==> config.mk <==
export PLATFORM = sky130hd
export DESIGN_NAME = fetch_sequencer
export DESIGN_NICKNAME = d
export VERILOG_FILES = /design/src/rtl/fetch_sequencer_pkg.sv /design/src/rtl/fetch_sequencer_next_pc_sel.sv /design/src/rtl/fetch_sequencer.sv
export SDC_FILE = /design/constraint.sdc
export NUM_CORES = 1
export LEC_CHECK = 0
export BUFFER_PORTS_ARGS = -buffer_cell sky130_fd_sc_hd__clkbuf_2
export CAP_MARGIN = 20
export CORE_MARGIN = 5
export CORE_UTILIZATION = 51
export DETAILED_ROUTE_END_ITERATION = 12
export PLACE_DENSITY = 0.86
export SYNTH_ARGS = -nofsm -noshare
export SYNTH_HDL_FRONTEND = slang
export SYNTH_SLANG_ARGS = --single-unit
==> constraint.sdc <==
create_clock -name clk -period 5.3 [get_ports clk]
set_clock_uncertainty 0.05 [all_clocks]
set_input_delay 0.53 -clock clk [delete_from_list [all_inputs] [get_ports clk]]
set_output_delay 0.53 -clock clk [all_outputs]
set_load 0.05 [all_outputs]
==> src/rtl/fetch_sequencer_pkg.sv <==
// Shared definitions for the fetch sequencer: opcode map, sequencer states,
// default PC width and the conditional-branch decision helper.
package fetch_sequencer_pkg;

    localparam int unsigned PC_W = 32;

    // Opcode map shared with the control decoder (instr[31:28]).
    localparam logic [3:0] OP_NOP   = 4'b0000;
    localparam logic [3:0] OP_STORE = 4'b0011;
    localparam logic [3:0] OP_ADD   = 4'b0100;
    localparam logic [3:0] OP_INC   = 4'b0101;
    localparam logic [3:0] OP_NEG   = 4'b0110;
    localparam logic [3:0] OP_SUB   = 4'b0111;
    localparam logic [3:0] OP_JUMP  = 4'b1000;
    localparam logic [3:0] OP_BRZ   = 4'b1001;
    localparam logic [3:0] OP_JM    = 4'b1010;
    localparam logic [3:0] OP_BRN   = 4'b1011;
    localparam logic [3:0] OP_LOAD  = 4'b1110;
    localparam logic [3:0] OP_SVPC  = 4'b1111;

    typedef enum logic [1:0] {
        ST_FETCH   = 2'b00,
        ST_ISSUE   = 2'b01,
        ST_RESOLVE = 2'b10
    } state_e;

    // A conditional branch is taken only for BRZ with Z set or BRN with N set.
    function automatic logic cond_branch_taken(
        input logic [3:0] op,
        input logic       z,
        input logic       n
    );
        case (op)
            OP_BRZ:  return z;
            OP_BRN:  return n;
            default: return 1'b0;
        endcase
    endfunction

endpackage

==> src/rtl/fetch_sequencer_next_pc_sel.sv <==
// Next-PC selection: jump target, taken conditional branch target, or pc+1
// with natural wrap at the top of the address space.
module next_pc_sel
    import fetch_sequencer_pkg::*;
#(
    parameter int unsigned PC_W = fetch_sequencer_pkg::PC_W
) (
    input  logic [PC_W-1:0] pc_i,
    input  logic [3:0]      opcode_i,
    input  logic            branch_i,
    input  logic            jump_i,
    input  logic            jump_mem_i,
    input  logic            z_flag_i,
    input  logic            n_flag_i,
    input  logic [PC_W-1:0] target_i,
    output logic [PC_W-1:0] next_pc_o
);

    logic [PC_W-1:0] pc_inc_s;

    // Sequential successor; the adder drops the carry so all-ones wraps to zero.
    assign pc_inc_s = pc_i + {{(PC_W-1){1'b0}}, 1'b1};

    // Jumps (register or memory target) win over branches; branches need their flag.
    always_comb begin
        next_pc_o = pc_inc_s;
        if (jump_i || jump_mem_i) begin
            next_pc_o = target_i;
        end else if (branch_i && cond_branch_taken(opcode_i, z_flag_i, n_flag_i)) begin
            next_pc_o = target_i;
        end else begin
            next_pc_o = pc_inc_s;
        end
    end

endmodule

==> src/rtl/fetch_sequencer.sv <==
// Fetch sequencer: fetches one instruction word, issues it for one cycle,
// then waits for the execute stage to resolve the next program counter.
module fetch_sequencer
    import fetch_sequencer_pkg::*;
#(
    parameter int unsigned      PC_W     = fetch_sequencer_pkg::PC_W,
    parameter logic [PC_W-1:0]  RESET_PC = '0
) (
    input  logic            clk,
    input  logic            rst,
    output logic            imem_req,
    output logic [PC_W-1:0] imem_addr,
    input  logic            imem_ready,
    input  logic [31:0]     imem_rdata,
    output logic [3:0]      opcode,
    output logic [31:0]     instr,
    output logic            instr_valid,
    input  logic            ex_done,
    input  logic            branch,
    input  logic            jump,
    input  logic            jump_mem,
    input  logic            z_flag,
    input  logic            n_flag,
    input  logic [PC_W-1:0] target,
    output logic [PC_W-1:0] pc
);

    state_e          state_q;
    logic [PC_W-1:0] pc_q;
    logic [31:0]     instr_q;
    logic            req_q;
    logic            valid_q;
    logic [PC_W-1:0] next_pc_d;

    next_pc_sel #(
        .PC_W (PC_W)
    ) u_next_pc_sel (
        .pc_i       (pc_q),
        .opcode_i   (instr_q[31:28]),
        .branch_i   (branch),
        .jump_i     (jump),
        .jump_mem_i (jump_mem),
        .z_flag_i   (z_flag),
        .n_flag_i   (n_flag),
        .target_i   (target),
        .next_pc_o  (next_pc_d)
    );

    // Sequencer FSM; the request is only raised one clock after reset release,
    // and an access is accepted only while the request is actually visible.
    always_ff @(posedge clk or posedge rst) begin
        if (rst) begin
            state_q <= ST_FETCH;
            pc_q    <= RESET_PC;
            instr_q <= 32'h0000_0000;
            req_q   <= 1'b0;
            valid_q <= 1'b0;
        end else begin
            case (state_q)
                ST_FETCH: begin
                    if (req_q && imem_ready) begin
                        instr_q <= imem_rdata;
                        req_q   <= 1'b0;
                        valid_q <= 1'b1;
                        state_q <= ST_ISSUE;
                    end else begin
                        req_q   <= 1'b1;
                        valid_q <= 1'b0;
                        state_q <= ST_FETCH;
                    end
                end
                ST_ISSUE: begin
                    req_q   <= 1'b0;
                    valid_q <= 1'b0;
                    state_q <= ST_RESOLVE;
                end
                ST_RESOLVE: begin
                    valid_q <= 1'b0;
                    if (ex_done) begin
                        pc_q    <= next_pc_d;
                        req_q   <= 1'b1;
                        state_q <= ST_FETCH;
                    end else begin
                        req_q   <= 1'b0;
                        state_q <= ST_RESOLVE;
                    end
                end
                default: begin
                    req_q   <= 1'b0;
                    valid_q <= 1'b0;
                    state_q <= ST_FETCH;
                end
            endcase
        end
    end

    assign imem_req    = req_q;
    assign imem_addr   = pc_q;
    assign pc          = pc_q;
    assign instr       = instr_q;
    assign opcode      = instr_q[31:28];
    assign instr_valid = valid_q;

endmodule

# After elaboration in Yosys (flattened, before gate mapping)
# Cells that the tools add are included.
word_totals:
  ram_bits: 0
  register_bits: 68
  latchBits: 0
  mem_bits_ro: 0
  word_cells: 28
  n_memories: 0
  in_bits: 73
  output_inout_bits: 102
op_classes:
  muxes: 12
  addsub: 1
  reduce_logical: 6
  eq_ne: 4
  multipliers: 0
  shift: 0
  bitwise_logic: 0
  div: 0
  magnitude_cmp: 0
ops:
  columns: ["op", "count"]
  rows:
  - ["32-bit 2-to-1 mux", 2]
  - ["32-bit by 1-bit adder with 32-bit output (second input constant)", 1]
  - ["4-bit == test (second input constant)", 2]
  - ["1-bit 2-to-1 mux", 6]
  - ["2-bit case mux with 3 select lines", 1]
  - ["1-bit case mux with 2 select lines", 2]
  - ["2-bit AND reduction", 2]
  - ["2-bit by 1-bit == test with 1-bit output (second input constant)", 1]
  - ["2-bit == test (second input constant)", 1]
  - ["1-bit logical AND", 2]
  - ["2-bit zero test", 1]
  - ["2-bit 2-to-1 mux", 1]
  - ["1-bit logical OR", 1]

# Longest topological paths before layout
logic_depth:
  word_depth: 6
  depth_mapped: 8
  ltp_nobuf: 6

# By module
# A second synthesis with hierarchy kept.
hier_totals:
  hier_cells: 362
  area_unflattened_um2: 3953.8
by_module_without_submodules:
  columns: ["mod", "instances", "cells_per_inst", "area_each_um2"]
  rows:
  - ["fetch_sequencer", 1, 182, 2891.5]
  - ["next_pc_sel", 1, 180, 1062.3]

# Worst setup path before layout
# OpenSTA, ideal clock, no wires.
synth_path:
  path_type: "register to register"
  start: "register pc_q[0], in the netlist imem_addr[0]"
  end: "register pc_q[24], in the netlist imem_addr[24]"
  slack_ns: 3.081
  period_less_slack_ns: 2.219
  arrival_ns: 2.070
  t_required_ns: 5.151
  setup_time_ns: 0.099
  stages_incl_launch_ff: 7
  cell_sequence: "dfrtp_1 ha_1 nand4_4 nor3_4 and2_4 a311oi_1 a311oi_1"
synth_via:
  elab_chain_len: 3
synth_rtl:
  columns: ["element", "line_no", "rtl"]
  rows:
  - ["from (decl)", "fetch_sequencer.sv:29", "logic [PC_W-1:0] pc_q;"]
  - ["from (signal assigned)", "fetch_sequencer.sv:80", "pc_q <= next_pc_d;"]
  - ["32-bit by 1-bit adder with 32-bit output", "fetch_sequencer_next_pc_sel.sv:22", "assign pc_inc_s = pc_i + {{(PC_W-1){1'b0}}, 1'b1};"]
  - ["32-bit 2-to-1 mux", "fetch_sequencer_next_pc_sel.sv:29", "end else if (branch_i && cond_branch_taken(opcode_i, z_flag_i, n_flag_i)) begin"]
  - ["32-bit 2-to-1 mux", "fetch_sequencer_next_pc_sel.sv:27", "if (jump_i || jump_mem_i) begin"]
# Every way passes these cells.
# A chain may end at the register's enable or synchronous reset.

# Final worst setup path
# Ends and elaborated chain as after synthesis.

==> out/metrics.yaml <==
clocking:
  cts_setup_buffers: 0
  clkSinkCount: 68
  cts_tree: "yes"
  numCtsBuffers: 9
  cts_buffer_depth: 2
  hold_buffers: 0
  cts_resized: 0
  htree_levels: 3
  path_clk_slew_ns: 0.08
  cts-root-buf: "clkbuf_8"
  clk_latency_ns: 0.34
hold_path:
  holdPathEnd: "instr[11]$_DFFE_PP0P_"
  hold_depth: 2
  hp-start: "imem_rdata[11]"
  min_path_type: "primary input to flop"
worst_setup_path:
  reg2regPathDepth: 6
  crit_top_cell: "a311oi_1"
  max_stage_delay_ns: 0.48
  reg2reg_from: "imem_addr[0]$_DFFE_PP0P_"
  worst_ep_arrival_time_ns: 2.34
  critPathRequiredTime_ns: 5.49
  timing.critical_path.to_type: "flop"
  cp_slowest_cell: "dfrtp_1"
  criticalPathCategory: "flop to flop"
  path_max_fanout: 8
  startpoint_type: "flop"
  crit_buf_inv: 0
  cp_cell_sequence: "ha_1 > nand4_4 > nor3_4 > and2_4 > a311oi_1 > a311oi_1"
  ff2ff_setup_slack_ns: 3.15
  r2r-end: "imem_addr[24]$_DFFE_PP0P_"
  crit_family: "simple AND/OR/NAND/NOR gates"
floorplan:
  fp.coreArea_um2: 7250
  rows: 31
  die_y_um: 96.5
  initial_core_util: 0.526
  die_w_um: 96.5
  dieArea_um2: 9310
  io_pins: 175
logic_synthesis:
  yosysWarnings: 0
  synth_top_area_cell: "dfrtp_1"
  synthFlopType: "dfrtp_1"
  postSynthCellCount: 374
  synth.distinct_cells: 46
  synth_enable_flop_cells: 0
  synth_nets: 448
  synth.cell_area_um2: 3810
  ys_seq_area_frac: 0.446
  ys_ff_latch: 68
  synth_area_leaders: "dfrtp_1 (45%), mux2_2 (9.7%), buf_4 (7.3%)"
  syn_area_per_cell_um2: 10.2
  async_reset_ff_frac: 1.00
  synth_top_area_share: 0.446
place:
  io_buffers: 174
  dpl_cell_area_um2: 4440
  hpwl_mm: 7.32
  place_congestion: 0.834
  pre_cts_slack_ns: 2.71
global_route:
  grt_max_degree: 70
  grt_pass1_wl_mm: 16.0
  first_global_vias: 3392
  gr-total-overflow: 0
  track_usage: 0.223
  antenna_found_initial: 0
drt:
  viasPerCell: 5.57
  dr.pass1.iters: 4
  wl_met1_mm: 3.91
  vias: 3397
  drtAntennaViolNets: 0
  wl_met2_mm: 4.94
  drtIter0Drc: 191
  drc: 0
  top_layer: "met4"
  routedWlPerCell_um: 16.6
  wl_met3_mm: 1.17
  finalWirelength_mm: 10.1
sta:
  tightest_slew_ns: 0.849
  rsz0062_at_grt: "no"
  fin_crit_ns: 2.15
  finalCritPeriodShare: 0.406
  layout_setup_ws_ns: 3.15
  finalSetupViolCount: 0
  slew-limit-headroom: 0.434
  hold_violations: 0
  tns_ns: 0
  drv_slew: 0
  fmax_ghz: 0.465
finish:
  mostFrequentLayoutCells: "clkbuf_2 (174), dfrtp_1 (68), a21oi_1 (38), mux2_2 (33), nand2_1 (28)"
  postLayoutCellArea_um2: 4710
  areaGrowthSynthToFinish_pct: 23.5
  drive_gt1_frac: 0.479
  layout_commonest_cell: "clkbuf_2"
  antenna_cells: 0
  fill_cells: 599
  layout.nets: 580
  fin_util: 0.649
status:
  status: "finished, final reports clean"
run:
  maxCapViolCount: 0
through the flow:
step / hold WS [ns] / instances
floorplan: 0.451 / 374
global placement: 0.439 / 593
CTS: 0.349 / 609
finish: 0.367 / 610
detailed placement: 0.446 / 593
global route: 0.351 / 610
metal layers:
| layer | vias to the layer above | GRT usage |
|---|---|---|
| met5 | - | 0 |
| met2 | 176 | 0.362 |
| li1 | 1608 | - |
| met4 | 0 | 0.0771 |
| met3 | 10 | 0.0922 |
| met1 | 1603 | 0.266 |
flip-flops by register name, summed over array words and instances (netlist names):
signal	cells
imem_addr	32
instr	32
state_q	2
imem_req	1
instr_valid	1
area by class of cell:
class                      instances  area (um^2)  area share
timing repair buffer             179          921       0.195
multi-input combinational        246         1710       0.363
tap                               99          124      0.0263
inverter                           2         7.51     0.00159
sequential                        68         1700       0.361
clock buffer                       9          124      0.0263
clock inverter                     7          125      0.0266
worst max-delay path by stage:
| stage | start | end | slack [ns] | cells after the start |
|---|---|---|---|---|
| 6_report | imem_addr[0]$_DFFE_PP0P_ | imem_addr[24]$_DFFE_PP0P_ | 3.15 | 6 |
| 3_3_place_gp | n_flag | imem_addr[24]$_DFFE_PP0P_ | 2.80 | 6 |
| 3_5_place_dp | n_flag | imem_addr[24]$_DFFE_PP0P_ | 2.71 | 6 |
| 2_1_floorplan | rst | imem_addr[0]$_DFFE_PP0P_ | 3.01 | 1 |
| 4_1_cts | instr[29]$_DFFE_PP0P_ | imem_addr[24]$_DFFE_PP0P_ | 2.86 | 5 |
| 5_1_grt | imem_addr[0]$_DFFE_PP0P_ | imem_addr[26]$_DFFE_PP0P_ | 2.93 | 6 |
synthesized netlist by cell type (2+ instances only):
| library cell | n |
|---|---|
| nand2_1 | 28 |
| a21o_1 | 3 |
| mux2i_1 | 3 |
| a31oi_1 | 3 |
| nor3_1 | 4 |
| clkbuf_8 | 4 |
| a2bb2oi_1 | 11 |
| inv_1 | 2 |
| and3_1 | 5 |
| o22ai_1 | 11 |
| nor4_4 | 3 |
| buf_4 | 37 |
| and4_1 | 2 |
| nor2_1 | 22 |
| nand4_4 | 3 |
| buf_2 | 6 |
| dfrtp_1 | 68 |
| a311oi_1 | 4 |
| o21ai_0 | 19 |
| nand3_1 | 17 |
| nor3_4 | 2 |
| mux2_2 | 33 |
| clkbuf_1 | 10 |
| nand4_1 | 13 |
| nor2b_1 | 3 |
| a21oi_1 | 38 |
logic make-up after synthesis:
group           count (synthesis)  share of synthesized area
simple gates                  112                      0.180
fa+ha+maj                       1                    0.00328
mux                            36                      0.105
compound gates                 97                      0.157
flops                          68                      0.446
buf+inv                        60                      0.108
worst register-to-register path: stages (launching register included):
cell	delay (ns)
dfrtp_1	0.48
ha_1	0.36
nand4_4	0.20
nor3_4	0.38
and2_4	0.23
a311oi_1	0.09
a311oi_1	0.27
Power is left out: the tool's default activity adds up to more than one toggle a clock period on the data nets, which glitch-free logic cannot reach.
